--- src/rtl/program_loader_pkg.sv ---
// Shared processor constants and types for the instruction-memory program loader.
// Holds default widths, the core-release hold length and the loader state encoding.
// No ports; imported by program_loader and release_timer.
package program_loader_pkg;

    localparam int PL_INSTR_LEN      = 16;  // instruction word width
    localparam int PL_MEM_AW         = 5;   // instruction-memory address width (32 words)
    localparam int PL_RELEASE_CYCLES = 2;   // cycles core reset is held after a good load

    typedef enum logic [2:0] {
        ST_IDLE,
        ST_LOAD,
        ST_CHECK,
        ST_RELEASE,
        ST_RUN,
        ST_ERROR
    } pl_state_e;

endpackage

--- src/rtl/program_loader_release_timer.sv ---
// Purpose: loadable down-counter with zero flag that times the core-release hold.
// Latency: load takes effect at the next edge; zero_o is a direct decode of the count register.
// Backpressure: none; dec_i is ignored once the count reaches zero.
// Ports: clk/rst (async active-low), load_i + load_val_i preset, dec_i decrement, zero_o flag.
module release_timer
    import program_loader_pkg::*;
#(
    parameter int WIDTH = 1
) (
    input  logic             clk,
    input  logic             rst,
    input  logic             load_i,
    input  logic [WIDTH-1:0] load_val_i,
    input  logic             dec_i,
    output logic             zero_o
);

    logic [WIDTH-1:0] cnt_q;
    logic [WIDTH-1:0] cnt_d;

    always_comb begin
        cnt_d = cnt_q;
        if (load_i) begin
            cnt_d = load_val_i;
        end else if (dec_i && (cnt_q != '0)) begin
            cnt_d = cnt_q - WIDTH'(1);
        end
    end

    always_ff @(posedge clk or negedge rst) begin
        if (!rst) begin
            cnt_q <= '0;
        end else begin
            cnt_q <= cnt_d;
        end
    end

    assign zero_o = (cnt_q == '0);

endmodule

--- src/rtl/program_loader.sv ---
// Purpose: streams a program into instruction memory, verifies its checksum, then releases the core.
// Latency: each accepted word is written one cycle after its transfer; core released 1 + RELEASE_CYCLES cycles after the last word.
// Backpressure: in_ready is high only in LOAD while words remain; start is ignored while busy.
// Ports: start/prog_len/chk_in load request, in_valid/in_ready/in_data word stream,
//        im_wr_* memory write port, core_rst_n core reset, busy/done/err status.
module program_loader
    import program_loader_pkg::*;
#(
    parameter int INSTRUCTION_LEN      = PL_INSTR_LEN,
    parameter int INSTRUCTION_MEM_SIZE = PL_MEM_AW,
    parameter int RELEASE_CYCLES       = PL_RELEASE_CYCLES
) (
    input  logic                            clk,
    input  logic                            rst,
    input  logic                            start,
    input  logic [INSTRUCTION_MEM_SIZE:0]   prog_len,
    input  logic [INSTRUCTION_LEN-1:0]      chk_in,
    input  logic                            in_valid,
    input  logic [INSTRUCTION_LEN-1:0]      in_data,
    output logic                            in_ready,
    output logic                            im_wr_en,
    output logic [INSTRUCTION_MEM_SIZE-1:0] im_wr_addr,
    output logic [INSTRUCTION_LEN-1:0]      im_wr_data,
    output logic                            core_rst_n,
    output logic                            busy,
    output logic                            done,
    output logic                            err
);

    localparam int AW = INSTRUCTION_MEM_SIZE;
    localparam int CW = INSTRUCTION_MEM_SIZE + 1;   // count can reach 2**AW
    localparam int IL = INSTRUCTION_LEN;
    localparam int TW = (RELEASE_CYCLES > 1) ? $clog2(RELEASE_CYCLES) : 1;
    localparam logic [CW-1:0] MAX_WORDS = CW'(1 << AW);

    pl_state_e     state_q, state_d;
    logic [CW-1:0] len_q, len_d;
    logic [IL-1:0] chk_q, chk_d;
    logic [CW-1:0] count_q, count_d;
    logic [IL-1:0] sum_q, sum_d;
    logic          in_ready_q, in_ready_d;
    logic          wr_en_q, wr_en_d;
    logic [AW-1:0] wr_addr_q, wr_addr_d;
    logic [IL-1:0] wr_data_q, wr_data_d;
    logic          core_rst_n_q, core_rst_n_d;
    logic          busy_q, busy_d;
    logic          done_q, done_d;
    logic          err_q, err_d;

    logic          start_ok;
    logic [CW-1:0] count_inc;
    logic          tmr_load;
    logic          tmr_dec;
    logic          tmr_zero;

    assign start_ok  = (prog_len != '0) && (prog_len <= MAX_WORDS);
    assign count_inc = count_q + CW'(1);

    // Timer is preset to RELEASE_CYCLES-1 on entry so RELEASE lasts exactly RELEASE_CYCLES cycles.
    release_timer #(
        .WIDTH (TW)
    ) u_release_timer (
        .clk        (clk),
        .rst        (rst),
        .load_i     (tmr_load),
        .load_val_i (TW'(RELEASE_CYCLES - 1)),
        .dec_i      (tmr_dec),
        .zero_o     (tmr_zero)
    );

    always_comb begin
        state_d   = state_q;
        len_d     = len_q;
        chk_d     = chk_q;
        count_d   = count_q;
        sum_d     = sum_q;
        wr_en_d   = 1'b0;
        wr_addr_d = wr_addr_q;
        wr_data_d = wr_data_q;
        tmr_load  = 1'b0;
        tmr_dec   = 1'b0;

        case (state_q)
            ST_IDLE, ST_RUN, ST_ERROR: begin
                if (start) begin
                    if (start_ok) begin
                        state_d = ST_LOAD;
                        len_d   = prog_len;
                        chk_d   = chk_in;
                        count_d = '0;
                        sum_d   = '0;
                    end else begin
                        state_d = ST_ERROR;
                    end
                end
            end
            ST_LOAD: begin
                // in_ready_q already encodes count < len, so the address can never pass len-1.
                if (in_valid && in_ready_q) begin
                    wr_en_d   = 1'b1;
                    wr_addr_d = count_q[AW-1:0];
                    wr_data_d = in_data;
                    count_d   = count_inc;
                    sum_d     = sum_q + in_data;
                    if (count_inc == len_q) begin
                        state_d = ST_CHECK;
                    end
                end
            end
            ST_CHECK: begin
                if (sum_q == chk_q) begin
                    state_d  = ST_RELEASE;
                    tmr_load = 1'b1;
                end else begin
                    state_d = ST_ERROR;
                end
            end
            ST_RELEASE: begin
                if (tmr_zero) begin
                    state_d = ST_RUN;
                end else begin
                    tmr_dec = 1'b1;
                end
            end
            default: begin
                state_d = ST_IDLE;
            end
        endcase

        // Status outputs are registered copies of the next state, so they line up with state_q.
        in_ready_d   = (state_d == ST_LOAD) && (count_d < len_d);
        core_rst_n_d = (state_d == ST_RUN);
        done_d       = (state_d == ST_RUN);
        err_d        = (state_d == ST_ERROR);
        busy_d       = (state_d == ST_LOAD) || (state_d == ST_CHECK) || (state_d == ST_RELEASE);
    end

    always_ff @(posedge clk or negedge rst) begin
        if (!rst) begin
            state_q      <= ST_IDLE;
            len_q        <= '0;
            chk_q        <= '0;
            count_q      <= '0;
            sum_q        <= '0;
            in_ready_q   <= 1'b0;
            wr_en_q      <= 1'b0;
            wr_addr_q    <= '0;
            wr_data_q    <= '0;
            core_rst_n_q <= 1'b0;
            busy_q       <= 1'b0;
            done_q       <= 1'b0;
            err_q        <= 1'b0;
        end else begin
            state_q      <= state_d;
            len_q        <= len_d;
            chk_q        <= chk_d;
            count_q      <= count_d;
            sum_q        <= sum_d;
            in_ready_q   <= in_ready_d;
            wr_en_q      <= wr_en_d;
            wr_addr_q    <= wr_addr_d;
            wr_data_q    <= wr_data_d;
            core_rst_n_q <= core_rst_n_d;
            busy_q       <= busy_d;
            done_q       <= done_d;
            err_q        <= err_d;
        end
    end

    assign in_ready   = in_ready_q;
    assign im_wr_en   = wr_en_q;
    assign im_wr_addr = wr_addr_q;
    assign im_wr_data = wr_data_q;
    assign core_rst_n = core_rst_n_q;
    assign busy       = busy_q;
    assign done       = done_q;
    assign err        = err_q;

endmodule

--- config.mk ---
export PLATFORM = sky130hd
export DESIGN_NAME = program_loader
export DESIGN_NICKNAME = d
export VERILOG_FILES = /design/src/rtl/program_loader_pkg.sv /design/src/rtl/program_loader_release_timer.sv /design/src/rtl/program_loader.sv
export SDC_FILE = /design/constraint.sdc
export NUM_CORES = 1
export LEC_CHECK = 0
export ABC_AREA = 0
export BUFFER_PORTS_ARGS = -buffer_cell sky130_fd_sc_hd__buf_2
export CAP_MARGIN = 20
export CORE_ASPECT_RATIO = 1.5
export CORE_MARGIN = 5
export CORE_UTILIZATION = 40
export CTS_CLUSTER_SIZE = 10
export DETAILED_ROUTE_END_ITERATION = 12
export PLACE_DENSITY = 0.59
export SYNTH_ARGS = -nofsm -noshare
export SYNTH_HDL_FRONTEND = slang
export SYNTH_SLANG_ARGS = --single-unit
--- constraint.sdc ---
create_clock -name clk -period 4.34 [get_ports clk]
set_input_delay 0.868 -clock clk [delete_from_list [all_inputs] [get_ports clk]]
set_output_delay 0.868 -clock clk [all_outputs]
set_load 0.01 [all_outputs]
==> results.cfg <==
[status]
outcome = finished clean

[placed_design]
gp_congestion = 0.832
dpl.hpwl_um = 7430
place_area_um2 = 4460
placed_cells = 577
io_buffers = 68

[synthesis]
ys_seq_area_share_pct = 46.1
synth_xor_area_share_pct = 8.86
synth_top_family_by_area = simple AND/OR/NAND/NOR gates
async_reset_ff_share_pct = 100
synth_fa_ha_area_share_pct = 7.05
synth_ff_type = dfrtp_1
synth_compound_area_share_pct = 12.5
syn_area_um2 = 4010
syn_area_per_cell_um2 = 9.96
synth_fp_nets = 467
synthSimpleGateAreaFrac_pct = 16.4
synth_mux_area_share_pct = 6.27
synth_enable_flop_cells = 0
yosys_warnings = 0
ys_ff_latch = 74
synthCells = 403
synthDistinctLibCells = 55

[setup_path]
r2r_cells = 11
worstPathRequired_ns = 4.61
critPathLaunch = prog_len[1]
cp_max_fo = 25
r2r-end = in_ready
cp-end-kind = flop
r2r_start = state_q[0]
worst-r2r-setup-slack_ns = 1.48
crit_end = in_ready
arrival_ns = 3.36
crit_type = in2reg
start_kind = primary input

[sta]
finalCritPeriodShare_pct = 71.2
setup_viol = 0
period_needed_ns = 3.09
hold_viol = 0
relSlewSlack_pct = 59.9
clock_skew_ns = 0.00588
drv_slew = 0
setup_tns_ns = 0
fmax_mhz = 323
worst_slew_pin_slew_ns = 0.602
rsz0062_at_grt = false

[cells_and_area]
area_delta_synth_final_pct = 19.6
fillers = 915
insertedDiodeCount = 0
seq_area_um2 = 1850
nets = 537
multi_input_area_um2 = 2050
final_cell_area_um2 = 4800
drive_gt1_share_pct = 24.7
fin_cells = 592

[floorplan]
die_area_um2 = 12200
std_cell_rows = 44
die_height_um = 133
start_util_pct = 41.2
core_um2 = 9740
die_x_um = 91.8
ios = 69

[global_route]
grt-ovfl-total = 0
grt_max_degree = 41
grt_pass1_wl_um = 16200
grt.total_usage_pct = 16.8
antenna_found_initial = 0
grt_pass1_vias = 3338

[clock_network]
numCtsBuffers = 9
clock_path_buffers = 2
ctsRootBufferMaster = clkbuf_16
clk_pin_slew_ns = 0.06
postCtsResizedCells = 0
cts_hold_buf = 0
clk-insertion-delay-late_ns = 0.33
htreeDepth = 3
cts_sinks = 74
cts_tree = built
cts_setup_buffers = 0

[hold_path]
hold_class = reg2reg

[pwr]
leakage_nw = 2.44
p_int_w = 0.00198
p_per_area_nw_per_um2 = 621
irDropWorstVdd_mv = 0.249
power_switching_w = 0.00101
seq_power_share_pct = 37.2
combPwrFrac_pct = 34.2
p_sw_share_pct = 33.7
pwr-share-clk_pct = 28.6

[detailed_routing]
viasPerCell = 5.28
antenna_left = 0
drt_iter0_markers = 147
vias = 3124
firstDrtPassIters = 4
wl_um = 9690
wl_per_cell_um = 16.4
route.detailed.drc = 0

[job]
drv_cap = 0
critical path, cell delays in order:
cell and delay, ns:
buf_2 0.10, or4_4 0.54, nor2_4 0.15, xnor2_2 0.18, nand2_4 0.29, mux2i_1 0.31
ha_1 0.28, a21o_1 0.16, a21o_1 0.17, a21oi_1 0.12, and4b_1 0.19
sequential cells by signal (all words and copies together), names as in the netlist:
signal                 flops
err                        1
im_wr_data                16
u_release_timer.cnt_q      1
len_q                      6
im_wr_addr                 5
state_q                    3
sum_q                     16
busy                       1
chk_q                     16
count_q                    6
in_ready                   1
im_wr_en                   1
done                       1
metrics by stage:
stage	worst slack (ns)	util [%]	hold WS [ns]	power (W)
floorplan	1.14	-	0.480	0.00185
global placement	0.925	45.7	0.452	0.00212
detailed placement	0.891	45.7	0.457	0.00215
CTS	1.23	49.2	0.472	0.00302
global route	1.12	49.2	0.492	0.00320
finish	1.25	49.2	0.465	0.00298
area by class of cell:
class                   count  share of cell area, %
well taps                 115                   3.00
flip-flops and latches     74                   38.6
clock inverters             5                   2.14
multi-input cells         306                   42.7
inverters                   9                  0.704
repair buffers             73                   7.87
clock buffers              10                   4.98
Yosys cell counts, types with 2 or more instances:
library cell   n  share of area [%]
o21ai_0       24                3.0
or3_1          2               0.31
o211ai_1       2               0.37
clkbuf_1       5               0.47
and3_1         3               0.47
nand3_1        6               0.75
nor2_1        22                2.1
o31ai_1        4               0.75
nor3_1         3               0.37
ha_1          21                6.5
xnor2_1       10                2.2
a31oi_1        4               0.62
mux2i_1        6                1.5
nand4_1        4               0.62
xor2_1        26                5.7
a211oi_1       3               0.56
o21a_1         3               0.56
buf_2          5               0.62
mux2_2        17                4.8
inv_1          7               0.65
a21o_1         7                1.3
nor4_1         4               0.62
inv_2          2               0.19
a22o_1         3               0.65
nand2b_1       3               0.47
and2b_2        2               0.44
dfrtp_1       74                 46
or4_1          2               0.37
a21oi_1       16                2.0
nand2_1       86                8.0
buf_4          3               0.56
power groups by stage:
stage | registers (W) | clock network, W | logic (W)
after detailed placement | 0.00113 | 0 | 0.00102
after CTS | 0.00112 | 0.000875 | 0.00103
after floorplan | 0.00107 | 0 | 0.000786
final | 0.00111 | 0.000852 | 0.00102
after global routing | 0.00114 | 0.000903 | 0.00116
after global placement | 0.00112 | 0 | 0.000995
per-layer routing:
metal / share of wire [%] / vias to the layer above / global-route usage (%)
met5: 0 / - / 0
met4: 2.8 / 0 / 7.19
met3: 3.4 / 17 / 3.41
met2: 55 / 62 / 30.8
met1: 39 / 1505 / 18.4
li1: - / 1540 / -
cell usage in the layout, fill, tap and decap left out, drive strengths merged, types with 3 or more instances in the layout:
master,instances
bufinv,3
o21ai,24
a31oi,4
buf,73
a211oi,4
a21oi,17
dfrtp,74
clkbuf,10
or4,3
and3,3
mux2,17
nand4,4
ha,21
o31ai,4
inv,9
a21o,8
nor4,4
nand2,87
nand2b,3
mux2i,6
nor2,23
nand3,6
xnor2,11
nor3,3
o21a,3
a22o,3
xor2,26
how the worst min path moves through the flow:
| stage | start | endpoint | slack, ns | depth (start not counted) |
|---|---|---|---|---|
| 2_1_floorplan | count_q[1] | im_wr_addr[1] | 0.48 | 2 |
| 3_3_place_gp | im_wr_data[10] | im_wr_data[10] | 0.45 | 2 |
| 3_5_place_dp | im_wr_data[12] | im_wr_data[12] | 0.46 | 2 |
| 4_1_cts | im_wr_data[12] | im_wr_data[12] | 0.47 | 2 |
| 5_1_grt | im_wr_data[10] | im_wr_data[10] | 0.49 | 2 |
| 6_report | im_wr_data[12] | im_wr_data[12] | 0.46 | 2 |
cells by family (layout without fill, tap and decap cells):
kind of cell / Yosys count / count (layout)
xor gates and xnor gates: 38 / 38
and+or+nand+nor: 145 / 145
buffers and inverters: 23 / 97
DFF: 74 / 74
muxes: 23 / 23
adders and majority gates: 22 / 22
AOI/OAI and AO/OA: 78 / 78
Note: power is estimated with default switching activity, not from simulation.
